<file path="src/rtl/imm_packer.sv">
// imm_packer: packs a 64-bit two's-complement immediate into the immediate
// fields of a 32-bit instruction template. Formats: I, S, B, U, J, SHAMT, ZIMM.
// An immediate that does not fit the selected format raises out_err. The packed
// (truncated) fields are still emitted in that case.
//
// Two-stage pipeline:
//   stage 1 registers the request and range-checks it;
//   stage 2 registers the packed instruction and the error flag.
// Both stages advance together under a single enable, en = !out_valid | out_ready.
// This enable is also driven out as in_ready.
//
// Optional feature: define IMM_PACKER_ERR_CNT_EN to build a saturating counter.
// It counts delivered results that had out_err set. Without the macro,
// err_count is tied to zero and no counter register exists.

module imm_packer #(
  parameter int unsigned ERR_CNT_W = 16
) (
  input  logic                 clk,
  input  logic                 reset_n,
  input  logic                 in_valid,
  output logic                 in_ready,
  input  logic [2:0]           in_fmt,
  input  logic [63:0]          in_imm,
  input  logic [31:0]          in_instr,
  output logic                 out_valid,
  input  logic                 out_ready,
  output logic [31:0]          out_instr,
  output logic                 out_err,
  output logic [ERR_CNT_W-1:0] err_count
);

  typedef enum logic [2:0] {
    FmtI     = 3'd0,
    FmtS     = 3'd1,
    FmtB     = 3'd2,
    FmtU     = 3'd3,
    FmtJ     = 3'd4,
    FmtShamt = 3'd5,
    FmtZimm  = 3'd6,
    FmtRsvd  = 3'd7
  } fmt_e;

  // Global pipeline advance: the output slot is free or is being drained.
  logic en;

  // Stage 1 state.
  logic        s1_valid_q;
  fmt_e        s1_fmt_q;
  logic [63:0] s1_imm_q;
  logic [31:0] s1_instr_q;

  // Stage 2 state (drives the outputs directly).
  logic        s2_valid_q;
  logic [31:0] s2_instr_q;
  logic        s2_err_q;

  // Range-check terms on the stage-1 immediate.
  logic sext12;     // fits signed 12-bit: -2048..2047
  logic sext13;     // fits signed 13-bit: -4096..4095
  logic sext21;     // fits signed 21-bit
  logic sext32;     // fits signed 32-bit
  logic zext6;      // unsigned value <= 63
  logic zext5;      // unsigned value <= 31
  logic low12_zero; // low 12 bits clear, as U-type requires
  logic odd;        // bit 0 set; B and J targets must be even

  // Combinational result of stage 1, captured by stage 2.
  logic [31:0] pack_instr;
  logic        pack_err;

  assign en        = !s2_valid_q || out_ready;
  assign in_ready  = en;
  assign out_valid = s2_valid_q;
  assign out_instr = s2_instr_q;
  assign out_err   = s2_err_q;

  // A value fits in N signed bits when bits [63:N-1] are all zeros or all ones.
  assign sext12     = (&s1_imm_q[63:11]) || !(|s1_imm_q[63:11]);
  assign sext13     = (&s1_imm_q[63:12]) || !(|s1_imm_q[63:12]);
  assign sext21     = (&s1_imm_q[63:20]) || !(|s1_imm_q[63:20]);
  assign sext32     = (&s1_imm_q[63:31]) || !(|s1_imm_q[63:31]);
  assign zext6      = !(|s1_imm_q[63:6]);
  assign zext5      = !(|s1_imm_q[63:5]);
  assign low12_zero = !(|s1_imm_q[11:0]);
  assign odd        = s1_imm_q[0];

  // Stage 1 register: capture the accepted request, or a bubble when idle.
  always_ff @(posedge clk or negedge reset_n) begin
    if (!reset_n) begin
      s1_valid_q <= 1'b0;
      s1_fmt_q   <= FmtI;
      s1_imm_q   <= '0;
      s1_instr_q <= '0;
    end else if (en) begin
      s1_valid_q <= in_valid;
      // Request fields are only meaningful with in_valid; skip the load otherwise.
      if (in_valid) begin
        s1_fmt_q   <= fmt_e'(in_fmt);
        s1_imm_q   <= in_imm;
        s1_instr_q <= in_instr;
      end
    end
  end

  // Field packing and range check for the stage-1 request.
  always_comb begin
    pack_instr = s1_instr_q;
    pack_err   = 1'b0;
    unique case (s1_fmt_q)
      FmtI: begin
        pack_instr[31:20] = s1_imm_q[11:0];
        pack_err          = !sext12;
      end
      FmtS: begin
        pack_instr[31:25] = s1_imm_q[11:5];
        pack_instr[11:7]  = s1_imm_q[4:0];
        pack_err          = !sext12;
      end
      FmtB: begin
        pack_instr[31]    = s1_imm_q[12];
        pack_instr[30:25] = s1_imm_q[10:5];
        pack_instr[11:8]  = s1_imm_q[4:1];
        pack_instr[7]     = s1_imm_q[11];
        // With a signed 13-bit fit and an even value, the range is -4096..4094.
        pack_err          = !sext13 || odd;
      end
      FmtU: begin
        pack_instr[31:12] = s1_imm_q[31:12];
        pack_err          = !low12_zero || !sext32;
      end
      FmtJ: begin
        pack_instr[31]    = s1_imm_q[20];
        pack_instr[30:21] = s1_imm_q[10:1];
        pack_instr[20]    = s1_imm_q[11];
        pack_instr[19:12] = s1_imm_q[19:12];
        pack_err          = !sext21 || odd;
      end
      FmtShamt: begin
        pack_instr[25:20] = s1_imm_q[5:0];
        pack_err          = !zext6;
      end
      FmtZimm: begin
        pack_instr[19:15] = s1_imm_q[4:0];
        pack_err          = !zext5;
      end
      FmtRsvd: begin
        // Reserved format passes the template through unchanged and always errors.
        pack_err = 1'b1;
      end
    endcase
  end

  // Stage 2 register: the output slot. It holds steady while stalled.
  always_ff @(posedge clk or negedge reset_n) begin
    if (!reset_n) begin
      s2_valid_q <= 1'b0;
      s2_instr_q <= '0;
      s2_err_q   <= 1'b0;
    end else if (en) begin
      s2_valid_q <= s1_valid_q;
      if (s1_valid_q) begin
        s2_instr_q <= pack_instr;
        s2_err_q   <= pack_err;
      end
    end
  end

`ifdef IMM_PACKER_ERR_CNT_EN
  logic [ERR_CNT_W-1:0] err_cnt_q;

  // Count erroneous results at the moment they are consumed. Saturate at all-ones.
  always_ff @(posedge clk or negedge reset_n) begin
    if (!reset_n) begin
      err_cnt_q <= '0;
    end else if (s2_valid_q && out_ready && s2_err_q && (err_cnt_q != {ERR_CNT_W{1'b1}})) begin
      err_cnt_q <= err_cnt_q + ERR_CNT_W'(1);
    end
  end

  assign err_count = err_cnt_q;
`else
  assign err_count = '0;
`endif

endmodule

</file>
<file path="config.mk">
export PLATFORM = sky130hd
export DESIGN_NAME = imm_packer
export DESIGN_NICKNAME = d
export VERILOG_FILES = /design/src/rtl/imm_packer.sv
export SDC_FILE = /design/constraint.sdc
export NUM_CORES = 1
export LEC_CHECK = 0
export BUFFER_PORTS_ARGS = -buffer_cell sky130_fd_sc_hd__buf_2
export CAP_MARGIN = 20
export CORE_MARGIN = 3
export CORE_UTILIZATION = 53
export DETAILED_ROUTE_END_ITERATION = 7
export PLACE_DENSITY = 0.77
export SETUP_SLACK_MARGIN = 0.3
export SYNTH_ARGS = -nofsm -noshare
export SYNTH_HDL_FRONTEND = slang
export SYNTH_SLANG_ARGS = --single-unit
</file>
<file path="constraint.sdc">
create_clock -name clk -period 2.3 [get_ports clk]
set_input_delay 0.23 -clock clk [delete_from_list [all_inputs] [get_ports clk]]
set_output_delay 0.23 -clock clk [all_outputs]
set_load 0.01 [all_outputs]
</file>
==> results.py, run 1 <==
metrics = {
    "timing": {
        "min_period_ps": 1924,
        "setup_viol": 0,
        "rsz0062_at_grt": "yes",
        "hold_viol_final": 0,
        "final.setup_skew_ps": 7.742,
        "slew_violations": 0,
        "fin_crit_sh": 0.8367,
        "setup_tns_ps": 0,
        "clock.fmax_ghz": 0.5197,
        "relSlewSlack": 0.5847,
        "worstMarginPinSlew_ps": 620.7,
    },
    "layout": {
        "syn2layout_area_growth_pct": 22.19,
        "drive_above_1_share": 0.4331,
        "num-fill-cells": 844,
        "nets": 749,
        "design_area_um2": 7400,
        "insertedDiodeCount": 0,
        "seq_area_um2": 3354,
        "multi_input_area_um2": 2506,
    },
    "place": {
        "postPlaceCellArea_um2": 6800,
        "routabilityCongestion": 0.9032,
        "dp_hpwl_um": 10260,
        "io_buffers": 137,
    },
    "die": {
        "die_h_um": 112.9,
        "die_x_um": 112.9,
        "dieArea_um2": 12740,
        "core-area_um2": 10980,
        "num_rows": 38,
        "pin_count": 154,
        "start_util": 0.5514,
    },
    "grt": {
        "grt_pass1_wl_um": 22950,
        "grt_overflow": 0,
        "grt_max_degree": 65,
        "first_global_vias": 4553,
        "antenna_found_initial": 2,
        "grt_usage": 0.2329,
    },
    "logic_synthesis": {
        "async_flop_share": 1.000,
        "yosysSeqAreaShare": 0.5537,
        "yosysMostFrequentCell": "dfrtp_1",
        "netlist_instances": 510,
        "synth_top_area_frac": 0.5537,
        "synth_flop_cell": "dfrtp_1",
        "ys_ff_latch": 134,
        "ys_warn_count": 0,
        "syn_area_um2": 6056,
        "synth_edf_count": 0,
        "synth_top_cells_by_count": "dfrtp_1, mux2_2, nand2_1",
        "synth_area_leaders": "dfrtp_1, mux2_2, nand2_1",
        "yosysTopAreaCell": "dfrtp_1",
        "synth_area_per_cell_um2": 11.87,
        "synth_cell_types": 41,
    },
    "outcome": {
        "status": "complete, no violations",
    },
    "routing": {
        "drc_errors": 0,
        "antenna_left": 0,
        "dr_total_vias": 4442,
        "via_per_inst": 5.566,
        "drtPass1Iterations": 5,
        "drt-total-wl_um": 14030,
        "wl_per_cell_um": 17.58,
        "drtIter0Drc": 367,
    },
    "clock_network": {
        "cts.sinks": 134,
        "h-tree-depth": 4,
        "cts_root_buffer": "clkbuf_16",
        "cts.path.max_buffers": 2,
        "clk_latency_ps": 410,
        "tritoncts": "done",
        "cts_made_buffers": 17,
        "path_clk_slew_ps": 50,
    },
    "critical_path": {
        "crit_required_ps": 2590,
        "start_kind": "flip-flop",
        "crit_path_max_fanout": 3,
        "crit_type": "reg2reg",
        "crit_path_end_kind": "flip-flop",
        "worstPathArrival_ps": 2210,
    },
    "power": {
        "powerDensity_nw_per_um2": 1022,
        "power.leakage_nw": 3.393,
        "ir_drop_mv": 0.8234,
    },
    "min_path": {
        "hold_class": "in2reg",
    },
    "job": {
        "drv_cap": 0,
    },
}
## flip-flops by register name, indices dropped and copies added, names as in the netlist
signal and cells:
s1_valid_q 1, s1_fmt_q 3, out_instr 32, s1_imm_q 64
out_err 1, s1_instr_q 32, out_valid 1
## power breakdown
part	switching [mW]	internal (mW)	total (mW)
clock network	0.936	1.67	2.61
registers	0.456	2.90	3.35
logic	0.807	0.796	1.60
## final timing paths
| kind | start | to | slack [ps] | cells past startpoint |
|---|---|---|---|---|
| max | s1_imm_q[38]$_DFFE_PN0P_ | out_err$_DFFE_PN0P_ | 380 | 6 |
| max reg2reg | s1_imm_q[38]$_DFFE_PN0P_ | out_err$_DFFE_PN0P_ | 380 | 6 |
| max in group asynchronous | reset_n | out_instr[1]$_DFFE_PN0P_ | 1240 | 3 |
| min reg2reg | out_instr[11]$_DFFE_PN0P_ | out_instr[11]$_DFFE_PN0P_ | 470 | 2 |
| min | in_instr[3] | s1_instr_q[3]$_DFFE_PN0P_ | 50 | 2 |
| min in group asynchronous | reset_n | out_instr[30]$_DFFE_PN0P_ | 360 | 2 |
## what timing repair did
item                                   4_1_cts  5_1_grt
hold buffers                                 1        0
setup endpoints to repair                    0        8
resized for setup                            0        3
setup buffers                                0        0
endpoints found under the hold margin       48        0
## layer usage
metal,part of all wire,GRT usage,vias up
li1,-,-,2087
met2,0.50,0.3819,201
met5,0.0015,0,-
met1,0.40,0.2924,2126
met3,0.092,0.08289,24
met4,0.014,0.06891,4
## kinds of logic (layout without fill, tap and decap cells)
family | count (synthesis) | after routing | share of synthesized area
AND/OR/NAND/NOR | 142 | 142 | 0.1134
multiplexers | 115 | 115 | 0.2122
buffers and inverters | 45 | 178 | 0.04525
flip-flops | 134 | 134 | 0.5537
other | 1 | 16 | 0.0006192
AO/OA/AOI/OAI | 73 | 73 | 0.07479
## area by class of cell
class                           instances  area share
Clock buffer                           23     0.06459
Inverter                                2    0.001015
Clock inverter                          8     0.01336
Sequential cell                       134      0.4533
Tap cell                              140     0.02367
Timing Repair Buffer                  145      0.1053
Multi-Input combinational cell        346      0.3387
## worst max-delay path, stage by stage, from the launching register on
cell	delay [ps]
dfrtp_1	390
nor4_1	370
nand4_1	230
nor3_1	370
o2111ai_1	170
a21oi_1	160
a31oi_1	100
## cell usage in the layout (no fill, tap or decap), types with 2 or more instances in the layout
| cell | netlist | routed |
|---|---|---|
| o31ai_1 | 6 | 6 |
| nand4_1 | 12 | 12 |
| conb_1 | 1 | 16 |
| clkinv_2 | 0 | 3 |
| nand2b_1 | 7 | 7 |
| o21ai_0 | 23 | 23 |
| o22ai_1 | 16 | 16 |
| clkbuf_8 | 3 | 3 |
| clkbuf_16 | 0 | 17 |
| nor2_1 | 16 | 15 |
| o21ai_1 | 3 | 3 |
| buf_4 | 16 | 5 |
| nor4_1 | 12 | 12 |
| buf_2 | 12 | 136 |
| buf_12 | 0 | 2 |
| inv_1 | 2 | 2 |
| mux2_2 | 106 | 106 |
| nor4_4 | 1 | 2 |
| o311ai_0 | 5 | 5 |
| mux2i_1 | 8 | 8 |
| bufinv_16 | 0 | 2 |
| dfrtp_1 | 134 | 133 |
| a21oi_1 | 9 | 9 |
| a311oi_1 | 2 | 2 |
| nand2_1 | 69 | 67 |
| nor3_1 | 5 | 5 |
| clkbuf_1 | 12 | 3 |
| a211oi_1 | 2 | 2 |
| nand3_1 | 11 | 11 |
| clkinvlp_4 | 0 | 2 |
| or3_1 | 2 | 2 |
## metrics by stage
| step | utilization | power [mW] | setup slack (ps) | instances | hold slack [ps] |
|---|---|---|---|---|---|
| final | 0.6737 | 7.561 | 375.7 | 798 | 46.80 |
| after global routing | 0.6737 | 7.994 | 207.9 | 798 | 28.97 |
| after CTS | 0.6726 | 7.613 | 385.0 | 798 | 35.69 |
| after detailed placement | 0.6192 | 4.986 | 405.4 | 766 | 194.9 |
| after global placement | 0.6192 | 4.896 | 427.8 | 766 | 189.2 |
| after floorplan | - | 4.329 | 673.2 | 525 | -65.59 |
(Power assumes the default switching activity.)
==> run 2: changes to the inputs <==
--- a/config.mk
+++ b/config.mk
@@ -5,10 +5,11 @@
 export SDC_FILE = /design/constraint.sdc
 export NUM_CORES = 1
 export LEC_CHECK = 0
+export ABC_AREA = 1
 export BUFFER_PORTS_ARGS = -buffer_cell sky130_fd_sc_hd__buf_2
 export CAP_MARGIN = 20
 export CORE_MARGIN = 3
-export CORE_UTILIZATION = 53
+export CORE_UTILIZATION = 54
 export DETAILED_ROUTE_END_ITERATION = 7
 export PLACE_DENSITY = 0.77
 export SETUP_SLACK_MARGIN = 0.3
==> constraint.sdc (replaced) <==
create_clock -name clk -period 1.8 [get_ports clk]
set_input_delay 0.18 -clock clk [delete_from_list [all_inputs] [get_ports clk]]
set_output_delay 0.18 -clock clk [all_outputs]
set_load 0.01 [all_outputs]
==> results.py, run 2 <==
metrics = {
    "power": {
        "ir_drop_mv": 0.7540,
        "power_frac_clock": 0.323,
        "power.leakage_nw": 4.282,
        "powerDensity_nw_per_um2": 1148,
        "internal-power_mw": 6.997,
        "sw_frac_of_total": 0.3193,
        "combPwrFrac": 0.264,
        "switchingPower_mw": 3.282,
        "seqPwrFrac": 0.413,
        "fin_total_pwr_mw": 10.28,
    },
    "layout": {
        "multi_input_area_um2": 2903,
        "design_area_um2": 8951,
        "syn2layout_area_growth_pct": 37.50,
        "final_cell_mix": "nor2_1, nand2_1, buf_2",
        "nets": 1094,
        "largest_register_ff_count": 64,
        "final_common_cell": "nor2_1",
        "insertedDiodeCount": 0,
        "num-fill-cells": 761,
        "largest_register": "s1_imm_q",
        "drive_above_1_share": 0.3237,
        "final_cell_count_no_fill": 1144,
        "seq_area_um2": 3367,
    },
    "critical_path": {
        "crit_path_max_fanout": 4,
        "cp_common_cell": "nand2_1",
        "start_kind": "flip-flop",
        "worstPathArrival_ps": 1910,
        "crit_path_end_kind": "flip-flop",
        "crit_path_top_delay_cell": "dfrtp_1",
        "crit_type": "reg2reg",
        "slowest_delay_ps": 430,
        "crit_family": "simple AND/OR/NAND/NOR gates",
        "critPathBufInv": 2,
        "crit_chain": "buf_4 -> nor2_1 -> nand2_1 -> nor2_1 -> nand2_1 -> nor2_1 -> nand2_1 -> nand2_1 -> nand2_1 -> nor2_1 -> nand3_1 -> nand2_1 -> inv_1",
        "crit_required_ps": 2110,
    },
    "place": {
        "place_ws_ps": 149.7,
        "placed_cells": 1042,
        "io_buffers": 137,
        "dp_hpwl_um": 12320,
        "routabilityCongestion": 0.9715,
        "postPlaceCellArea_um2": 7395,
    },
    "clock_network": {
        "h-tree-depth": 4,
        "clk_latency_ps": 420,
        "tritoncts": "done",
        "cts_made_buffers": 17,
        "cts_root_buffer": "clkbuf_16",
        "cts.path.max_buffers": 2,
        "cts.sinks": 134,
        "path_clk_slew_ps": 60,
    },
    "die": {
        "die_h_um": 115.8,
        "num_rows": 39,
        "start_util": 0.5605,
        "dieArea_um2": 13410,
        "pin_count": 154,
        "core-area_um2": 11610,
        "die_x_um": 115.8,
    },
    "logic_synthesis": {
        "synth_edf_count": 0,
        "yosysMostFrequentCell": "nor2_1",
        "netlist_instances": 772,
        "synth_area_per_cell_um2": 8.433,
        "synth_top_area_frac": 0.5151,
        "syn_area_um2": 6510,
        "ys_ff_latch": 134,
        "synth_area_leaders": "dfrtp_1, nor2_1, mux2_2",
        "yosysSeqAreaShare": 0.5151,
        "synth_cell_types": 31,
        "ys_warn_count": 0,
        "synth_flop_cell": "dfrtp_1",
        "async_flop_share": 1.000,
        "yosysTopAreaCell": "dfrtp_1",
        "synth_top_cells_by_count": "nor2_1, nand2_1, dfrtp_1",
    },
    "routing": {
        "drt-total-wl_um": 20230,
        "dr_total_vias": 6395,
        "via_per_inst": 5.590,
        "drtIter0Drc": 636,
        "antenna_left": 0,
        "drc_errors": 0,
        "wl_per_cell_um": 17.68,
        "drtPass1Iterations": 6,
    },
    "timing": {
        "final.setup_skew_ps": 14.01,
        "hold_viol_final": 0,
        "fin_crit_sh": 0.8923,
        "setup_ws_ps": 193.8,
        "min_period_ps": 1606,
        "clock.fmax_ghz": 0.6226,
        "setup_tns_ps": 0,
        "slew_violations": 0,
        "setup_viol": 0,
        "rsz0062_at_grt": "yes",
    },
    "grt": {
        "grt_pass1_wl_um": 28720,
        "grt_usage": 0.2785,
        "grt_overflow": 0,
        "first_global_vias": 5925,
        "grt_max_degree": 55,
        "antenna_found_initial": 0,
    },
    "min_path": {
        "hold_class": "in2reg",
    },
    "job": {
        "drv_cap": 0,
    },
    "outcome": {
        "status": "complete, no violations",
    },
}
run 2: changes by cell type after synthesis, sizes merged, moves of 11 or more:
cell	previous run	this run
nor4	14	0
nand2	69	141
o21ai	26	37
mux2	107	49
nand3	11	28
nor2	16	171
o22ai	16	4
a21oi	9	63
clkbuf	15	4
inv	2	75
run 2: timing repair:
action | in CTS | in global routing
setup buffers | 13 | 11
hold buffers | 39 | 3
gates resized for setup | 35 | 38
setup endpoints to repair | 63 | 96
endpoints found under the hold margin | 72 | 3
cloned | 2 | 5
pin swaps | 6 | 7
run 2: cell families (layout without fill, tap and decap cells):
logic type / after synthesis / count (layout) / synth area share
and+or+nand+nor: 355 / 356 / 0.2208
DFF: 134 / 134 / 0.5151
AOI/OAI and AO/OA: 118 / 118 / 0.09917
buffers and inverters: 115 / 328 / 0.07957
muxes: 49 / 49 / 0.08476
other: 1 / 16 / 0.0005760
run 2: worst paths after layout:
| kind | from | end | slack (ps) | cells after the start |
|---|---|---|---|---|
| worst min register to register | s1_valid_q$_DFFE_PN0N_ | out_valid$_DFFE_PN0N_ | 470 | 2 |
| max in group asynchronous | reset_n | out_instr[21]$_DFFE_PN0P_ | 880 | 3 |
| min in group asynchronous | reset_n | out_instr[2]$_DFFE_PN0P_ | 270 | 2 |
| worst max-delay path | s1_imm_q[36]$_DFFE_PN0P_ | out_err$_DFFE_PN0P_ | 190 | 13 |
| worst max register to register | s1_imm_q[36]$_DFFE_PN0P_ | out_err$_DFFE_PN0P_ | 190 | 13 |
| worst min-delay path | in_instr[22] | s1_instr_q[22]$_DFFE_PN0P_ | 2 | 2 |
run 2: layer usage:
layer | GRT usage | wire, µm | up-vias
met1 | 0.3720 | 8047 | 3032
met2 | 0.4430 | 9795 | 403
met3 | 0.06893 | 1876 | 48
li1 | - | - | 2912
met5 | 0 | 0 | -
met4 | 0.1044 | 513 | 0
run 2: final cells by class:
class,instances,share of cell area
Inverter,75,0.03201
Clock inverter,3,0.004473
Tap cell,143,0.01999
Timing Repair Buffer,224,0.1840
Clock buffer,26,0.05913
Multi-Input combinational cell,539,0.3243
Sequential cell,134,0.3762
run 2: per-stage QoR:
stage,hold WS (ps),util
final,1.789,0.7707
after floorplan,-115.6,-
after global routing,2.172,0.7707
after detailed placement,175.7,0.6367
after CTS,0.003081,0.7414
after global placement,171.4,0.6367
run 2: power groups by stage:
| stage | sequential, mW | combinational (mW) | clock [mW] |
|---|---|---|---|
| 6_report | 4.24 | 2.71 | 3.33 |
| 3_5_place_dp | 4.20 | 2.24 | 0 |
| 3_3_place_gp | 4.18 | 2.19 | 0 |
| 2_1_floorplan | 4.21 | 1.27 | 0 |
| 4_1_cts | 4.18 | 2.47 | 3.36 |
| 5_1_grt | 4.30 | 2.98 | 3.50 |
